[config.mk]
export PLATFORM = sky130hd
export DESIGN_NAME = udp_ip_send
export DESIGN_NICKNAME = d
export VERILOG_FILES = /design/src/rtl/eth_pkg.sv /design/src/rtl/crc32_d4.sv /design/src/rtl/udp_ip_send.sv
export SDC_FILE = /design/constraint.sdc
export NUM_CORES = 1
export LEC_CHECK = 0
export BUFFER_PORTS_ARGS = -buffer_cell sky130_fd_sc_hd__buf_2
export CAP_MARGIN = 20
export CORE_UTILIZATION = 57
export DETAILED_ROUTE_END_ITERATION = 10
export GPL_TIMING_DRIVEN = 0
export HOLD_SLACK_MARGIN = 0.12
export PLACE_DENSITY = 0.78
export SYNTH_ARGS = -nofsm -noshare
export SYNTH_HDL_FRONTEND = slang
export SYNTH_SLANG_ARGS = --single-unit
[constraint.sdc]
create_clock -name sys_clk -period 3.81 [get_ports sys_clk]
set_input_delay 1.143 -clock sys_clk [delete_from_list [all_inputs] [get_ports sys_clk]]
set_output_delay 1.143 -clock sys_clk [all_outputs]
set_load 0.005 [all_outputs]
[src/rtl/eth_pkg.sv]
// rtl/eth_pkg.sv - Shared Ethernet/IPv4/UDP transmit constants, FSM states and nibble CRC step.
package eth_pkg;

  typedef enum logic [2:0] {
    IDLE, CHECK_SUM, PREAMBLE, ETH_HEAD, IP_UDP_HEAD, SEND_DATA, SEND_CRC
  } state_t;

  localparam logic [7:0]  PREAMBLE_BYTE = 8'h55;
  localparam logic [7:0]  SFD_BYTE      = 8'hD5;
  localparam logic [15:0] ETH_TYPE_IP   = 16'h0800;
  localparam logic [7:0]  IP_TTL        = 8'h40;
  localparam logic [7:0]  IP_PROTO_UDP  = 8'h11;
  localparam logic [15:0] MAX_PAYLOAD   = 16'd1472;
  localparam logic [15:0] MIN_PAYLOAD   = 16'd18;
  localparam logic [31:0] CRC_INIT      = 32'hFFFF_FFFF;
  // 04C11DB7h bit-reversed, so bits are consumed LSB first as they leave the wire
  localparam logic [31:0] CRC_POLY_REFL = 32'hEDB8_8320;

  function automatic logic [31:0] crc32_nibble(input logic [31:0] crc, input logic [3:0] data);
    logic [31:0] c;
    c = crc;
    for (int i = 0; i < 4; i++) begin
      c = (c[0] ^ data[i]) ? ((c >> 1) ^ CRC_POLY_REFL) : (c >> 1);
    end
    return c;
  endfunction

endpackage

[src/rtl/crc32_d4.sv]
// rtl/crc32_d4.sv - Reflected Ethernet CRC-32 register advancing one nibble per enabled cycle.
module crc32_d4
  import eth_pkg::*;
(
  input  logic        clk,
  input  logic        rst_n,
  input  logic        clr,
  input  logic        en,
  input  logic [3:0]  data,
  output logic [31:0] crc
);

  always_ff @(posedge clk) begin
    if (!rst_n || clr) crc <= CRC_INIT;
    else if (en)       crc <= crc32_nibble(crc, data);
  end

endmodule

[src/rtl/udp_ip_send.sv]
// rtl/udp_ip_send.sv - UDP/IPv4/Ethernet frame transmitter onto a 4-bit PHY nibble stream.
// Define UDP_TX_PAD_EN to zero-pad short payloads up to the 46-byte Ethernet minimum.
module udp_ip_send
  import eth_pkg::*;
#(
  parameter logic [47:0] BOARD_MAC  = 48'h12_34_56_78_9A_BC,
  parameter logic [31:0] BOARD_IP   = {8'd169, 8'd254, 8'd1, 8'd23},
  parameter logic [15:0] BOARD_PORT = 16'd1234,
  parameter logic [47:0] DES_MAC    = 48'hFF_FF_FF_FF_FF_FF,
  parameter logic [31:0] DES_IP     = {8'd169, 8'd254, 8'd191, 8'd31},
  parameter logic [15:0] DES_PORT   = 16'd1234
) (
  input  logic        sys_clk,
  input  logic        sys_rst_n,
  input  logic        send_en,
  input  logic [15:0] send_data_num,
  input  logic [31:0] send_data,
  output logic        send_data_req,
  output logic        eth_tx_en,
  output logic [3:0]  eth_tx_data,
  output logic        send_end,
  output logic        busy
);

  state_t       state;
  logic [11:0]  cnt;
  logic [15:0]  num;
  logic [15:0]  ident;
  logic [19:0]  sum;
  logic [15:0]  csum;
  logic [31:0]  word;
  logic [31:0]  crc;
  logic         accept;
  logic         crc_en;
  logic         req_next;
  logic [3:0]   nib;
  logic [15:0]  ip_len;
  logic [15:0]  udp_len;
  logic [11:0]  num_nibs;
  logic [11:0]  data_nibs;
  logic [335:0] hdr;
  logic [335:0] hdr_sh;
  logic [31:0]  pl_src;
  logic [31:0]  pl_sh;
  logic [31:0]  crc_sh;

  // send_end still high means the frame just closed; that cycle's send_en is dropped
  assign accept   = (state == IDLE) && send_en && !send_end;
  assign ip_len   = num + 16'd28;
  assign udp_len  = num + 16'd8;
  assign num_nibs = {num[10:0], 1'b0};
`ifdef UDP_TX_PAD_EN
  assign data_nibs = (num < MIN_PAYLOAD) ? {MIN_PAYLOAD[10:0], 1'b0} : num_nibs;
`else
  assign data_nibs = num_nibs;
`endif

  assign hdr = {DES_MAC, BOARD_MAC, ETH_TYPE_IP, 8'h45, 8'h00, ip_len, ident, 16'h4000,
                IP_TTL, IP_PROTO_UDP, csum, BOARD_IP, DES_IP, BOARD_PORT, DES_PORT,
                udp_len, 16'h0000};
  assign hdr_sh = hdr << {cnt[11:1], 3'b000};
  // The first nibble of each word comes straight off send_data, the rest from the latch
  assign pl_src = (cnt[2:0] == 3'd0) ? send_data : word;
  assign pl_sh  = pl_src << {cnt[2:1], 3'b000};
  assign crc_sh = crc >> {cnt[2:0], 2'b00};
  assign crc_en = (state == ETH_HEAD) || (state == IP_UDP_HEAD) || (state == SEND_DATA);

  assign req_next = ((state == IP_UDP_HEAD) && (cnt == 12'd82) && (num_nibs != 12'd0)) ||
                    ((state == SEND_DATA) && (cnt[2:0] == 3'd6) && ((cnt + 12'd2) < num_nibs));

  always_comb begin
    nib = 4'h0;
    case (state)
      PREAMBLE: begin
        if (cnt[3:0] == 4'd15)      nib = SFD_BYTE[7:4];
        else if (cnt[3:0] == 4'd14) nib = SFD_BYTE[3:0];
        else                        nib = cnt[0] ? PREAMBLE_BYTE[7:4] : PREAMBLE_BYTE[3:0];
      end
      ETH_HEAD, IP_UDP_HEAD: nib = cnt[0] ? hdr_sh[335:332] : hdr_sh[331:328];
      SEND_DATA: if (cnt < num_nibs) nib = cnt[0] ? pl_sh[31:28] : pl_sh[27:24];
      SEND_CRC:  nib = ~crc_sh[3:0];
      default:   nib = 4'h0;
    endcase
  end

  crc32_d4 u_crc (
    .clk   (sys_clk),
    .rst_n (sys_rst_n),
    .clr   (accept),
    .en    (crc_en),
    .data  (nib),
    .crc   (crc)
  );

  always_ff @(posedge sys_clk) begin
    if (!sys_rst_n) begin
      state         <= IDLE;
      cnt           <= '0;
      num           <= '0;
      ident         <= '0;
      sum           <= '0;
      csum          <= '0;
      word          <= '0;
      send_data_req <= 1'b0;
      eth_tx_en     <= 1'b0;
      eth_tx_data   <= 4'h0;
      send_end      <= 1'b0;
      busy          <= 1'b0;
    end else begin
      send_data_req <= req_next;
      send_end      <= 1'b0;
      case (state)
        IDLE: begin
          eth_tx_en   <= 1'b0;
          eth_tx_data <= 4'h0;
          busy        <= accept;
          if (accept) begin
            num   <= (send_data_num > MAX_PAYLOAD) ? MAX_PAYLOAD : send_data_num;
            cnt   <= '0;
            state <= CHECK_SUM;
          end
        end
        CHECK_SUM: begin
          cnt <= cnt + 12'd1;
          if (cnt[1:0] == 2'd0) begin
            sum <= 20'(16'h4500) + 20'(ip_len) + 20'(ident) + 20'(16'h4000) +
                   20'({IP_TTL, IP_PROTO_UDP}) + 20'(BOARD_IP[31:16]) + 20'(BOARD_IP[15:0]) +
                   20'(DES_IP[31:16]) + 20'(DES_IP[15:0]);
          end else if (cnt[1:0] == 2'd1) begin
            sum <= {4'd0, sum[15:0]} + {16'd0, sum[19:16]};
          end else begin
            csum  <= ~(sum[15:0] + {12'd0, sum[19:16]});
            cnt   <= '0;
            state <= PREAMBLE;
          end
        end
        PREAMBLE: begin
          eth_tx_en   <= 1'b1;
          eth_tx_data <= nib;
          cnt         <= (cnt == 12'd15) ? 12'd0 : cnt + 12'd1;
          if (cnt == 12'd15) state <= ETH_HEAD;
        end
        ETH_HEAD: begin
          eth_tx_data <= nib;
          cnt         <= cnt + 12'd1;
          if (cnt == 12'd27) state <= IP_UDP_HEAD;
        end
        IP_UDP_HEAD: begin
          eth_tx_data <= nib;
          if (cnt == 12'd83) begin
            cnt   <= '0;
            state <= (data_nibs == 12'd0) ? SEND_CRC : SEND_DATA;
          end else begin
            cnt <= cnt + 12'd1;
          end
        end
        SEND_DATA: begin
          eth_tx_data <= nib;
          if (cnt[2:0] == 3'd0) word <= send_data;
          if (cnt == data_nibs - 12'd1) begin
            cnt   <= '0;
            state <= SEND_CRC;
          end else begin
            cnt <= cnt + 12'd1;
          end
        end
        SEND_CRC: begin
          if (cnt == 12'd8) begin
            eth_tx_en   <= 1'b0;
            eth_tx_data <= 4'h0;
            send_end    <= 1'b1;
            ident       <= ident + 16'd1;
            cnt         <= '0;
            state       <= IDLE;
          end else begin
            eth_tx_data <= nib;
            cnt         <= cnt + 12'd1;
          end
        end
        default: state <= IDLE;
      endcase
    end
  end

endmodule

==> flow_summary.json <==
{
  "ioPinCount": 59,
  "crit_end": "u_crc.crc[5]$_SDFFE_PP1P_",
  "vias": 12000,
  "startpoint": "cnt[2]$_SDFFE_PN0P_",
  "setup-tns-final_ns": 0,
  "io_buffers": 57,
  "n_antenna_cell": 0,
  "place.detailed.hpwl_um": 29400,
  "crit_required_ns": 4.12,
  "timing.rr.start": "cnt[2]$_SDFFE_PN0P_",
  "crit_type": "reg2reg",
  "synth_edf_count": 0,
  "rr_endpoint": "u_crc.crc[5]$_SDFFE_PP1P_",
  "synth_fa_ha_area_share_pct": 8.20,
  "ys_types": 88,
  "leakagePower_nw": 5.10,
  "ant_nets": 0,
  "finish.utilization_pct": 66.7,
  "synth-seq-cells": 154,
  "start_util_pct": 58.6,
  "critPathMaxFanout": 10,
  "clock_latency_ns": 0.45,
  "routedWlPerCell_um": 21.6,
  "clkSlewWorstSetupHoldPaths_ns": 0.07,
  "place_ws_ns": -0.995,
  "async_reset_ff_share_pct": 0,
  "setup_ws_ns": 0.0733,
  "die_w_um": 144,
  "cts_made_buffers": 17,
  "drive_gt1_share_pct": 14.1,
  "synth_simple_gate_area_share_pct": 23.5,
  "postSynthNetCount": 1621,
  "grt_max_degree": 17,
  "drc": 0,
  "min_path_type": "reg2reg",
  "drv_cap": 0,
  "yosysSeqAreaShare_pct": 26.9,
  "drt_iter0_markers": 1165,
  "max_slew_margin_pct": 33.9,
  "power_mw": 6.25,
  "rrSetupSlack_ns": 0.07,
  "synth_top_family_by_area": "simple AND/OR/NAND/NOR gates",
  "powerDensity_nw_per_um2": 478,
  "startpoint_type": "register",
  "grt-ovfl-total": 0,
  "place_congestion": 1.03,
  "rsz0062_at_grt": "yes",
  "clock-sinks": 154,
  "reg2regPathDepth": 13,
  "antenna_found_initial": 0,
  "netlist_area_um2": 11500,
  "wl_um": 40400,
  "muxShareOfSynthArea_pct": 5.94,
  "synthTopCellsByArea": "dfxtp_1 27%, ha_1 7.8%, nand2_1 6.1%, a21oi_1 5.7%, nor2_1 4.2%",
  "crit_arrival_ns": 4.04,
  "ir_drop_mv": 0.395,
  "final_nets": 1713,
  "cts_max_level": 4,
  "max_freq_mhz": 268,
  "ys.flop_type": "dfxtp_1",
  "post-route-period-util_pct": 98.1,
  "floorplan.die_area_um2": 20700,
  "fin_worst_skew_ns": 0.0114,
  "core_um2": 19600,
  "synth_area_per_cell_um2": 7.67,
  "chipHeight_um": 144,
  "root_buffer": "clkbuf_16",
  "status": "complete, no violations",
  "synth_compound_area_share_pct": 21.5,
  "hold_viol": 0,
  "grt_use_total_pct": 39.4,
  "drt-vias-per-instance": 6.45,
  "yosysWarnings": 0,
  "slew_violations": 0,
  "cts_tree": "done",
  "cts_buffer_depth": 2,
  "synth_top_cell_by_area": "dfxtp_1",
  "grt_pass1_vias": 11000,
  "setup_viol": 0,
  "synthCells": 1496,
  "synth-xor-area-share_pct": 8.10,
  "yosysTopAreaCellShare_pct": 26.9,
  "tightest_slew_ns": 0.984,
  "end_kind": "register",
  "area_growth_pct": 13.9,
  "rows": 51,
  "first_pass_iters": 7,
  "grt_first_pass_wirelength_um": 61000,
  "fin_crit_ns": 3.74
}
## placed cells by master, fill, tap and decap left out, types with 6 or more instances in the layout
cell type and count:
mux4_2 17, a22oi_1 10, nor2_1 128, o21ai_1 26, clkbuf_1 60, and2_1 11, nand4_1 23, clkbuf_16 17
nand2_1 186, o22ai_1 6, a21oi_1 130, or3_1 15, o21a_1 15, buf_1 8, xor2_1 43, buf_2 70
nand2b_1 15, and3_1 26, dfxtp_1 149, a21o_1 10, nand3_1 37, xnor2_1 46, ha_1 70, nor4_1 11
or4_1 6, nor3_1 50, mux2i_1 22, buf_4 23, o211ai_1 13, clkbuf_2 13, o31ai_1 9, a31oi_1 11
inv_1 51, o21ai_0 78, nor2b_1 12, a211oi_1 14
## registers in the layout, indices dropped and copies added, names as in the netlist, 3 cells and up
register,count
u_crc.crc,32
word,32
num,16
csum,16
eth_tx_data,4
state,3
sum,19
ident,16
cnt,12
## through the flow
stage                     instances  hold slack, ns  instance area (um^2)
after floorplan                1496           0.427                 11500
after global placement         1818           0.439                 12100
after detailed placement       1819           0.443                 12100
after CTS                      1857           0.452                 12900
after global routing           1865           0.473                 13100
final                          1865           0.452                 13100
## where the power goes
part           internal, mW  leakage (nW)  switching, mW
logic                 0.999          3.56           1.54
registers              1.78          1.25          0.199
clock network         0.954         0.288          0.775
## Yosys cell counts (all sizes together) (4+ instances only)
master,n
nand3b,4
o22ai,6
nand3,38
nor2b,14
nor3,50
mux2i,22
ha,72
a221oi,4
a32oi,5
xnor2,54
or4,6
o21a,15
nor2,129
o221a,5
a211oi,16
a31oi,11
mux2,7
nor4,16
nor3b,4
nand2b,15
nand4,24
and4,4
or3,16
a22oi,10
buf,31
xor2,47
clkbuf,79
a21boi,8
mux4,17
a21oi,132
a21o,11
a211o,4
o21ai,107
nor4b,4
and3,26
inv,56
o211ai,13
dfxtp,154
nand2,187
o31ai,9
and2,11
o21bai,5
nand4b,5
## cells by family after synthesis
| group | Yosys count |
|---|---|
| DFF | 154 |
| xor gates and xnor gates | 101 |
| muxes | 46 |
| AOI/OAI and AO/OA | 393 |
| buffers and inverters | 168 |
| and+or+nand+nor | 560 |
| adders and majority gates | 74 |
## worst max-delay path, stage by stage (launching register included)
cell,delay (ns)
dfxtp_1,0.45
clkbuf_2,0.37
inv_1,0.15
clkbuf_1,0.37
nor4_1,0.51
o211a_1,0.25
nor3_1,0.09
o21ai_1,0.35
xor2_2,0.11
buf_4,0.18
buf_4,0.16
xnor2_4,0.27
xor2_1,0.21
o21ai_1,0.09
## routing by layer
metal  routed length [um]  global-route usage [%]  up-vias
li1                     -                       -     5524
met1                16300                    50.6     5690
met2                18100                    62.2      680
met3                 4200                    9.76      127
met4                 1750                    17.5        0
met5                    0                       0        -
## area by class of cell
type	instances	area [um^2]
sequential	154	3090
fill	1653	6510
clock inverter	12	131
inverter	58	224
buffer	107	510
multi-input combinational	1174	7910
tap	265	332
clock buffer	19	453
timing repair buffer	76	425
## how the worst min path moves through the flow
stage                     startpoint                     to  slack [ns]  cells past startpoint
6_report       csum[11]$_SDFFE_PN0P_  csum[11]$_SDFFE_PN0P_        0.45                      2
5_1_grt          sum[0]$_SDFFE_PN0P_    sum[0]$_SDFFE_PN0P_        0.47                      2
4_1_cts         word[0]$_SDFFE_PN0P_   word[0]$_SDFFE_PN0P_        0.45                      2
3_5_place_dp   csum[11]$_SDFFE_PN0P_  csum[11]$_SDFFE_PN0P_        0.44                      2
3_3_place_gp   word[26]$_SDFFE_PN0P_  word[26]$_SDFFE_PN0P_        0.44                      2
2_1_floorplan   csum[9]$_SDFFE_PN0P_   csum[9]$_SDFFE_PN0P_        0.43                      2
## timing repair
item / CTS / global route
hold buffers: 0 / 0
pin swaps: 4 / 5
endpoints found under the hold margin: 0 / 0
buffers inserted: 9 / 9
gates resized for setup: 38 / 47
endpoints found under the setup margin: 61 / 50
Note: power is estimated with default switching activity, not from simulation.
